[config.mk]
export PLATFORM = sky130hd
export DESIGN_NAME = datapath_sequencer
export DESIGN_NICKNAME = d
export VERILOG_FILES = /design/src/rtl/seq_pkg.sv /design/src/rtl/mem_watchdog.sv /design/src/rtl/datapath_sequencer.sv
export SDC_FILE = /design/constraint.sdc
export NUM_CORES = 1
export LEC_CHECK = 0
export BUFFER_PORTS_ARGS = -buffer_cell sky130_fd_sc_hd__buf_4
export CAP_MARGIN = 10
export CORE_UTILIZATION = 40
export CTS_CLUSTER_DIAMETER = 120
export DETAILED_ROUTE_END_ITERATION = 7
export GPL_ROUTABILITY_DRIVEN = 0
export PLACE_DENSITY = 0.62
export SYNTH_ARGS = -nofsm -noshare
export SYNTH_HDL_FRONTEND = slang
export SYNTH_SLANG_ARGS = --single-unit
[constraint.sdc]
create_clock -name clock -period 2.06 [get_ports clock]
set_input_delay 0.103 -clock clock [delete_from_list [all_inputs] [get_ports clock]]
set_output_delay 0.103 -clock clock [all_outputs]
set_load 0.02 [all_outputs]
[src/rtl/seq_pkg.sv]
// Shared definitions for the LEGv8 multi-cycle datapath sequencer.
//   seq_state_t     : sequencer state encoding
//   TIMEOUT_DEFAULT : default RAM acknowledge limit in cycles (legal range 1..255)
package seq_pkg;

  localparam logic [2:0] ST_IDLE   = 3'd0;
  localparam logic [2:0] ST_FETCH  = 3'd1;
  localparam logic [2:0] ST_EXEC   = 3'd2;
  localparam logic [2:0] ST_MEM    = 3'd3;
  localparam logic [2:0] ST_HALTED = 3'd4;
  localparam logic [2:0] ST_FAULT  = 3'd5;

  typedef enum logic [2:0] {
    S_IDLE   = ST_IDLE,
    S_FETCH  = ST_FETCH,
    S_EXEC   = ST_EXEC,
    S_MEM    = ST_MEM,
    S_HALTED = ST_HALTED,
    S_FAULT  = ST_FAULT
  } seq_state_t;

  localparam int TIMEOUT_DEFAULT = 15;

endpackage

[src/rtl/mem_watchdog.sv]
// RAM handshake watchdog.
//   clock   : system clock, rising edge
//   reset   : asynchronous active-low reset
//   active  : request outstanding without acknowledge this cycle
//   clear   : restart the count (ack seen or sequencer changing state)
//   expired : this is the TIMEOUT-th waiting cycle and no ack arrived
module mem_watchdog #(
  parameter int TIMEOUT = 15
) (
  input  logic clock,
  input  logic reset,
  input  logic active,
  input  logic clear,
  output logic expired
);

  localparam int W = $clog2(TIMEOUT + 1);
  localparam logic [W-1:0] LAST = W'(TIMEOUT - 1);

  logic [W-1:0] count_q;

  // count_q holds the number of waiting cycles already elapsed, so the
  // TIMEOUT-th cycle is the one where count_q == TIMEOUT-1.
  assign expired = active && (count_q == LAST);

  always_ff @(posedge clock or negedge reset) begin
    if (!reset) begin
      count_q <= '0;
    end else if (clear) begin
      count_q <= '0;
    end else if (active && (count_q != LAST)) begin
      count_q <= count_q + W'(1);
    end
  end

endmodule

[src/rtl/datapath_sequencer.sv]
// Multi-cycle sequencer between the LEGv8 decoder and the shared RAM port.
// Steps each instruction through FETCH, EXEC and optional MEM, turns the
// decoder enables into single-cycle strobes, guards RAM accesses with a
// watchdog and counts retired instructions.
//   clock, reset          : clock and asynchronous active-low reset
//   halt_req              : stop at the next instruction boundary
//   cw_ns/en_ram/wm/wr/en_pc : decoder control-word bits
//   mem_ack               : RAM completion (only meaningful while mem_req)
//   mem_req/mem_we/mem_sel: RAM request, write enable, address select
//   ir_load/pc_load/rf_we : write strobes (combinational)
//   cu_state              : registered phase bit for two-phase instructions
//   busy/fault            : status, decoded from the state register
//   instr_count           : retired-instruction counter (wraps)
//
// state  | meaning
// IDLE   | first cycle after reset, nothing driven
// FETCH  | reading instruction at PC, waits for mem_ack
// EXEC   | execute phase; may repeat once for two-phase instructions
// MEM    | data access at ALU result, waits for mem_ack
// HALTED | parked at an instruction boundary until halt_req drops
// FAULT  | timeout or illegal phase sequence; left only by reset
module datapath_sequencer
  import seq_pkg::*;
#(
  parameter int TIMEOUT = TIMEOUT_DEFAULT
) (
  input  logic        clock,
  input  logic        reset,
  input  logic        halt_req,
  input  logic        cw_ns,
  input  logic        cw_en_ram,
  input  logic        cw_wm,
  input  logic        cw_wr,
  input  logic        cw_en_pc,
  input  logic        mem_ack,
  output logic        mem_req,
  output logic        mem_we,
  output logic        mem_sel,
  output logic        ir_load,
  output logic        pc_load,
  output logic        rf_we,
  output logic        cu_state,
  output logic        busy,
  output logic        fault,
  output logic [31:0] instr_count
);

  seq_state_t  state_q, state_d;
  logic        cu_q, cu_d;
  logic [31:0] count_q;
  logic        retire;
  logic        wd_expired;

  assign mem_req     = (state_q == S_FETCH) || (state_q == S_MEM);
  assign mem_sel     = (state_q == S_MEM);
  assign busy        = (state_q == S_FETCH) || (state_q == S_EXEC) || (state_q == S_MEM);
  assign fault       = (state_q == S_FAULT);
  assign cu_state    = cu_q;
  assign instr_count = count_q;

  mem_watchdog #(.TIMEOUT(TIMEOUT)) u_watchdog (
    .clock   (clock),
    .reset   (reset),
    .active  (mem_req && !mem_ack),
    .clear   (mem_ack || (state_d != state_q)),
    .expired (wd_expired)
  );

  always_comb begin
    state_d = state_q;
    cu_d    = cu_q;
    ir_load = 1'b0;
    pc_load = 1'b0;
    rf_we   = 1'b0;
    mem_we  = 1'b0;
    retire  = 1'b0;
    case (state_q)
      S_IDLE: state_d = S_FETCH;
      S_FETCH: begin
        if (mem_ack) begin
          ir_load = 1'b1;
          state_d = S_EXEC;
        end else if (wd_expired) begin
          state_d = S_FAULT;
        end
      end
      S_EXEC: begin
        if (cw_en_ram) begin
          state_d = S_MEM;
        end else if (cw_ns && !cu_q) begin
          rf_we = cw_wr;
          cu_d  = 1'b1;
        end else if (cw_ns && cu_q) begin
          // a second phase asking for a third is not a legal instruction
          state_d = S_FAULT;
        end else begin
          rf_we   = cw_wr;
          pc_load = cw_en_pc;
          retire  = 1'b1;
        end
      end
      S_MEM: begin
        mem_we = cw_wm;
        if (mem_ack) begin
          rf_we   = cw_wr;
          pc_load = cw_en_pc;
          retire  = 1'b1;
        end else if (wd_expired) begin
          state_d = S_FAULT;
        end
      end
      S_HALTED: begin
        if (!halt_req) state_d = S_FETCH;
      end
      S_FAULT: state_d = S_FAULT;
      default: state_d = S_FAULT;
    endcase
    if (retire) begin
      cu_d    = 1'b0;
      state_d = halt_req ? S_HALTED : S_FETCH;
    end
  end

  always_ff @(posedge clock or negedge reset) begin
    if (!reset) begin
      state_q <= S_IDLE;
      cu_q    <= 1'b0;
      count_q <= '0;
    end else begin
      state_q <= state_d;
      cu_q    <= cu_d;
      if (retire) count_q <= count_q + 32'd1;
    end
  end

endmodule

======== Word level (Yosys, flattened, before mapping) ========
Cells that the tools add are included.
storage, ports and cells
  register bits ........................... 40
  output and inout bits ................... 41
  logic and storage cells ................. 64
operators by class
  add/subtract/negate cells ............... 2
  equality and inequality tests ........... 9
  muxes and demuxes ....................... 33
  reductions and logical operators ........ 16
operator list
  operator               count
  $add 32x1->32 const B  1
  $mux 3                 9
  $mux 1                 18
  $pmux 3 s5             1
  $mux 4                 2
  $eq 3x2->1 const B     2
  $eq 3x3->1 const B     2
  $pmux 1 s2             3
  $reduce_bool 2->1      3
  $logic_and 1x1->1      5
  $add 4x1->4 const B    1
  $eq 4x4->1 const B     1
  $logic_or 1x1->1       4
  $ne 4x4->1 const B     1
  $eq 3x1->1 const B     1
  $logic_not 3->1        1
  $ne 3x3->1             1
  $reduce_and 3->1       1
  $logic_not 1->1        2
  $ne 2x1->1 const B     1

======== Logic depth before layout (Yosys ltp) ========
  word-level depth ........................ 11
  mapped depth ............................ 7
  mapped depth without buffers ............ 7

======== By module ========
Synthesis repeated with hierarchy kept, for this count alone.
unflattened totals
  cell total of the unflattened synthesis .. 203
  area total of the unflattened synthesis .. 2103.3 µm²
by module, submodules not included
  module              times used  cells an instance  area each (µm²)
  datapath_sequencer  1           179                1849.3
  mem_watchdog        1           24                 254.0

======== Least setup slack after synthesis ========
OpenSTA, ideal clock, no wires.
  kind .................................... register -> register
  start ................................... register state_q[0]
  end ..................................... register count_q[27] (netlist: instr_count[27])
  library setup time ...................... 0.129 ns
  arrival ................................. 1.912 ns
  data required time ...................... 1.931 ns
  setup slack ............................. 0.019 ns
  stages on the path, launching flop included .. 8
  period minus slack after synthesis ...... 2.041 ns
  cell sequence ........................... dfrtp_1 buf_6 or3_1 buf_6 a211o_4 nor4_4 nand3_2 xnor2_1
between the ends
  cells in the longest elaborated chain, start to end .. 2
  elaborated cells on any way between the ends .. 3
  those cells by class .................... eq/ne: 2; mux: 1
ends and longest elaborated chain
  item                    line                       text
  from (decl)             datapath_sequencer.sv:48   seq_state_t state_q, state_d;
  from (signal assigned)  datapath_sequencer.sv:130  state_q <= state_d;
  $eq 3x2->1              datapath_sequencer.sv:77   case (state_q)
  $pmux 1 s2 (*)          datapath_sequencer.sv:77
  to (signal assigned)    datapath_sequencer.sv:132  if (retire) count_q <= count_q + 32'd1;
  to (decl)               datapath_sequencer.sv:50   logic [31:0] count_q;
Mark *: on every way between the ends. The rest lies on a longest branch, timed or not.
A chain may end at the register's enable or synchronous reset.

======== Worst setup path in the final report ========
  start ................................... register state_q[0]
  end ..................................... register count_q[18] (netlist: instr_count[18])
The elaborated chain is that of the path after synthesis.

==> results.toml <==
[status]
status = "complete, no violations"

[die]
core_area_sq_um = 5107
placementRows = 26
fp.dieArea_sq_um = 5571
fp.dieW_um = 74.64
die_h_um = 74.64
num_io_pins = 50
start_util_pct = 41.33

[detailed_routing]
vias = 1678
drc = 0
vias_per_cell = 5.024
ant_nets = 0
routed_wl_um = 4270
drt-pass1-iter-count = 4
dr.first_iter.drc_count = 78
wl_per_cell_um = 12.78

[logic_synthesis]
synth_top_family_by_area = "simple AND/OR/NAND/NOR gates"
synthCells = 204
syn-num-nets = 216
synth_fa_ha_area_share_pct = 1.778
yosys_warnings = 0
synth_cell_type_count = 45
synth_area_sq_um = 2111
ys_ff_latch = 40
synth_area_leaders = "dfrtp_1, xnor2_1, nand4_1"
yosys.area.top_type = "dfrtp_1"
synth_xor_area_share_pct = 14.11
syn_area_per_cell_sq_um = 10.35
synth-simple-area-share_pct = 23.89
synth_seq_area_share_pct = 47.42
synth_top_area_share_pct = 47.42
muxShareOfSynthArea_pct = 0.5335
synth_edf_count = 0
synth_flop_cell = "dfrtp_1"
ys_async_sr_fraction_pct = 100.0
synth_compound_area_share_pct = 9.959

[worst_hold_path]
min_from = "halt_req"
worstHoldPathType = "in2reg"

[power]
p_leak_uw = 0.001265
power.switching_fraction_pct = 36.61
combinationalPowerShare_pct = 40.6
power_density_nw_per_um2 = 899.2
p_int_uw = 1530
p_clk_share_pct = 19.6
p_switching_uw = 884.0
max-vdd-ir-drop_uv = 357.5
seq_power_share_pct = 39.7

[timing]
whs_ns = 0.06061
finalSetupTns_ns = 0
worst_pin_slew_ns = 0.4924
grt_setup_unrepaired = "no"
maxSlewHeadroom_pct = 67.18
min_period_over_period_pct = 92.35
skew_ns = 0.004681
hold_violations = 0
min_period_ns = 1.902
setup-violations-final = 0
layout_setup_ws_ns = 0.1577
clock.fmax_mhz = 525.7
report.final.slew_viol_count = 0

[setup_path]
crit_start = "state_q[0]$_DFF_PN0_"
worstReg2RegStart = "state_q[0]$_DFF_PN0_"
worstSetupPathType = "reg2reg"
worstPathMaxFanout = 5
required_ns = 2.27
critPathArrivalTime_ns = 2.11
endpoint_kind = "flip-flop"
start_kind = "flip-flop"

[finish]
nets = 276
design_area_sq_um = 2685
layout-drive-gt1-share_pct = 26.52
syn2layout_area_growth_pct = 27.21
stdcell_count = 334
n_antenna_cell = 0

[cts]
clock-sinks = 40
clk_latency_ns = 0.28
cts_buffers = 5
htreeDepth = 2
cts_tree = "yes"
cts_buffer_depth = 2
clk_pin_slew_ns = 0.07
clock-root-buffer = "clkbuf_8"
cts_setup_buffers = 0

[placed_design]
placed_area_sq_um = 2592
dp_slack_ns = 0.07148
place_inst = 326
numPortBuffers = 49
hpwl_um = 3214

[global_routing]
grt_use_total_pct = 16.08
gr-total-overflow = 0
grt_max_degree = 41
grt_pass1_vias = 1539
grt_pass1_wl_um = 6948
antenna_found_initial = 0

[job]
drv_cap = 0
cell families after synthesis:
group	count (synthesis)
compound gates	28
fa+ha+maj	3
flops	40
mux	1
buf+inv	9
xor+xnor	34
simple gates	89
per-stage QoR:
step,total power [uW],utilization [%]
after detailed placement,1959,50.76
after global placement,1945,50.76
after floorplan,1618,-
after global routing,2566,52.57
final,2414,52.57
after CTS,2446,52.47
layout make-up:
cell class / instances / area (sq um)
fill: 494 / 2422
multi-input combinational: 155 / 1066
sequential: 40 / 1001
timing repair buffer: 58 / 437.9
tap: 70 / 87.58
clock buffer: 6 / 72.57
inverter: 4 / 15.01
clock inverter: 1 / 5.005
Yosys cell counts (2+ instances only):
cell type and instances:
clkbuf_1 3, a211oi_1 2, nor3_1 6, a31oi_1 2, buf_6 2, o21a_1 2, ha_1 3, nand2b_1 3
dfrtp_1 40, nor2_1 9, a21oi_1 7, and3_1 9, nand2_1 18, xor2_1 6, o21ai_0 3, inv_1 4
and4_1 3, and2_1 6, xnor2_1 28, nand3_1 12, nand4_1 11, nor3b_1 2
timing repair:
action / CTS / global route
setup endpoints to repair: 0 / 7
endpoints found under the hold margin: 40 / 0
hold buffers: 1 / 0
gates resized for setup: 0 / 1
critical path: stages, from the launching register on:
cell and delay, ns:
dfrtp_1 0.38, or3_1 0.45, buf_4 0.18, a211oi_4 0.28, nand4_1 0.22, nor2_1 0.17
xor2_1 0.16
registers in the layout, indices dropped and copies added, names as in the netlist:
| register | cells |
|---|---|
| state_q | 3 |
| cu_state | 1 |
| instr_count | 32 |
| u_watchdog.count_q | 4 |
cell usage in the layout, fill, tap and decap left out, types with 2 or more instances in the layout:
| master | Yosys | final |
|---|---|---|
| inv_1 | 4 | 4 |
| a31oi_1 | 2 | 2 |
| clkbuf_8 | 0 | 5 |
| and4_1 | 3 | 3 |
| dfrtp_1 | 40 | 40 |
| nand2_1 | 18 | 18 |
| a21oi_1 | 7 | 7 |
| nor3_1 | 6 | 5 |
| o21a_1 | 2 | 2 |
| xor2_1 | 6 | 6 |
| nor2_1 | 9 | 9 |
| ha_1 | 3 | 3 |
| nand4_1 | 11 | 11 |
| buf_4 | 0 | 57 |
| o21ai_0 | 3 | 3 |
| nor3b_1 | 2 | 2 |
| nand3_1 | 12 | 12 |
| and2_1 | 6 | 6 |
| nand2b_1 | 3 | 3 |
| xnor2_1 | 28 | 28 |
| a211oi_1 | 2 | 2 |
| and3_1 | 9 | 9 |
per-layer routing:
layer	routed length (um)	GRT usage, %	vias up
li1	-	-	839
met3	129	3.614	5
met5	0	0	-
met4	45	4.403	0
met2	1966	25.43	29
met1	2128	22.29	805
power by group through the flow:
| stage | clock [uW] | sequential (uW) | combinational (uW) |
|---|---|---|---|
| floorplan | 0 | 1010 | 610 |
| global placement | 0 | 970 | 975 |
| detailed placement | 0 | 977 | 982 |
| CTS | 497 | 962 | 988 |
| global route | 527 | 975 | 1060 |
| finish | 474 | 959 | 981 |
path summary, 6_finish.rpt:
kind	cells after the start	endpoint	slack (ns)
worst max-delay path	6	instr_count[18]$_DFFE_PN0P_	0.16
worst min-delay path	2	state_q[0]$_DFF_PN0_	0.06
worst max register to register	6	instr_count[18]$_DFFE_PN0P_	0.16
worst min register to register	1	instr_count[31]$_DFFE_PN0P_	0.47
max in group asynchronous	2	u_watchdog.count_q[2]$_DFFE_PN0P_	1.38
min in group asynchronous	2	instr_count[22]$_DFFE_PN0P_	0.33
No activity file was read; power rests on OpenSTA's default activity.
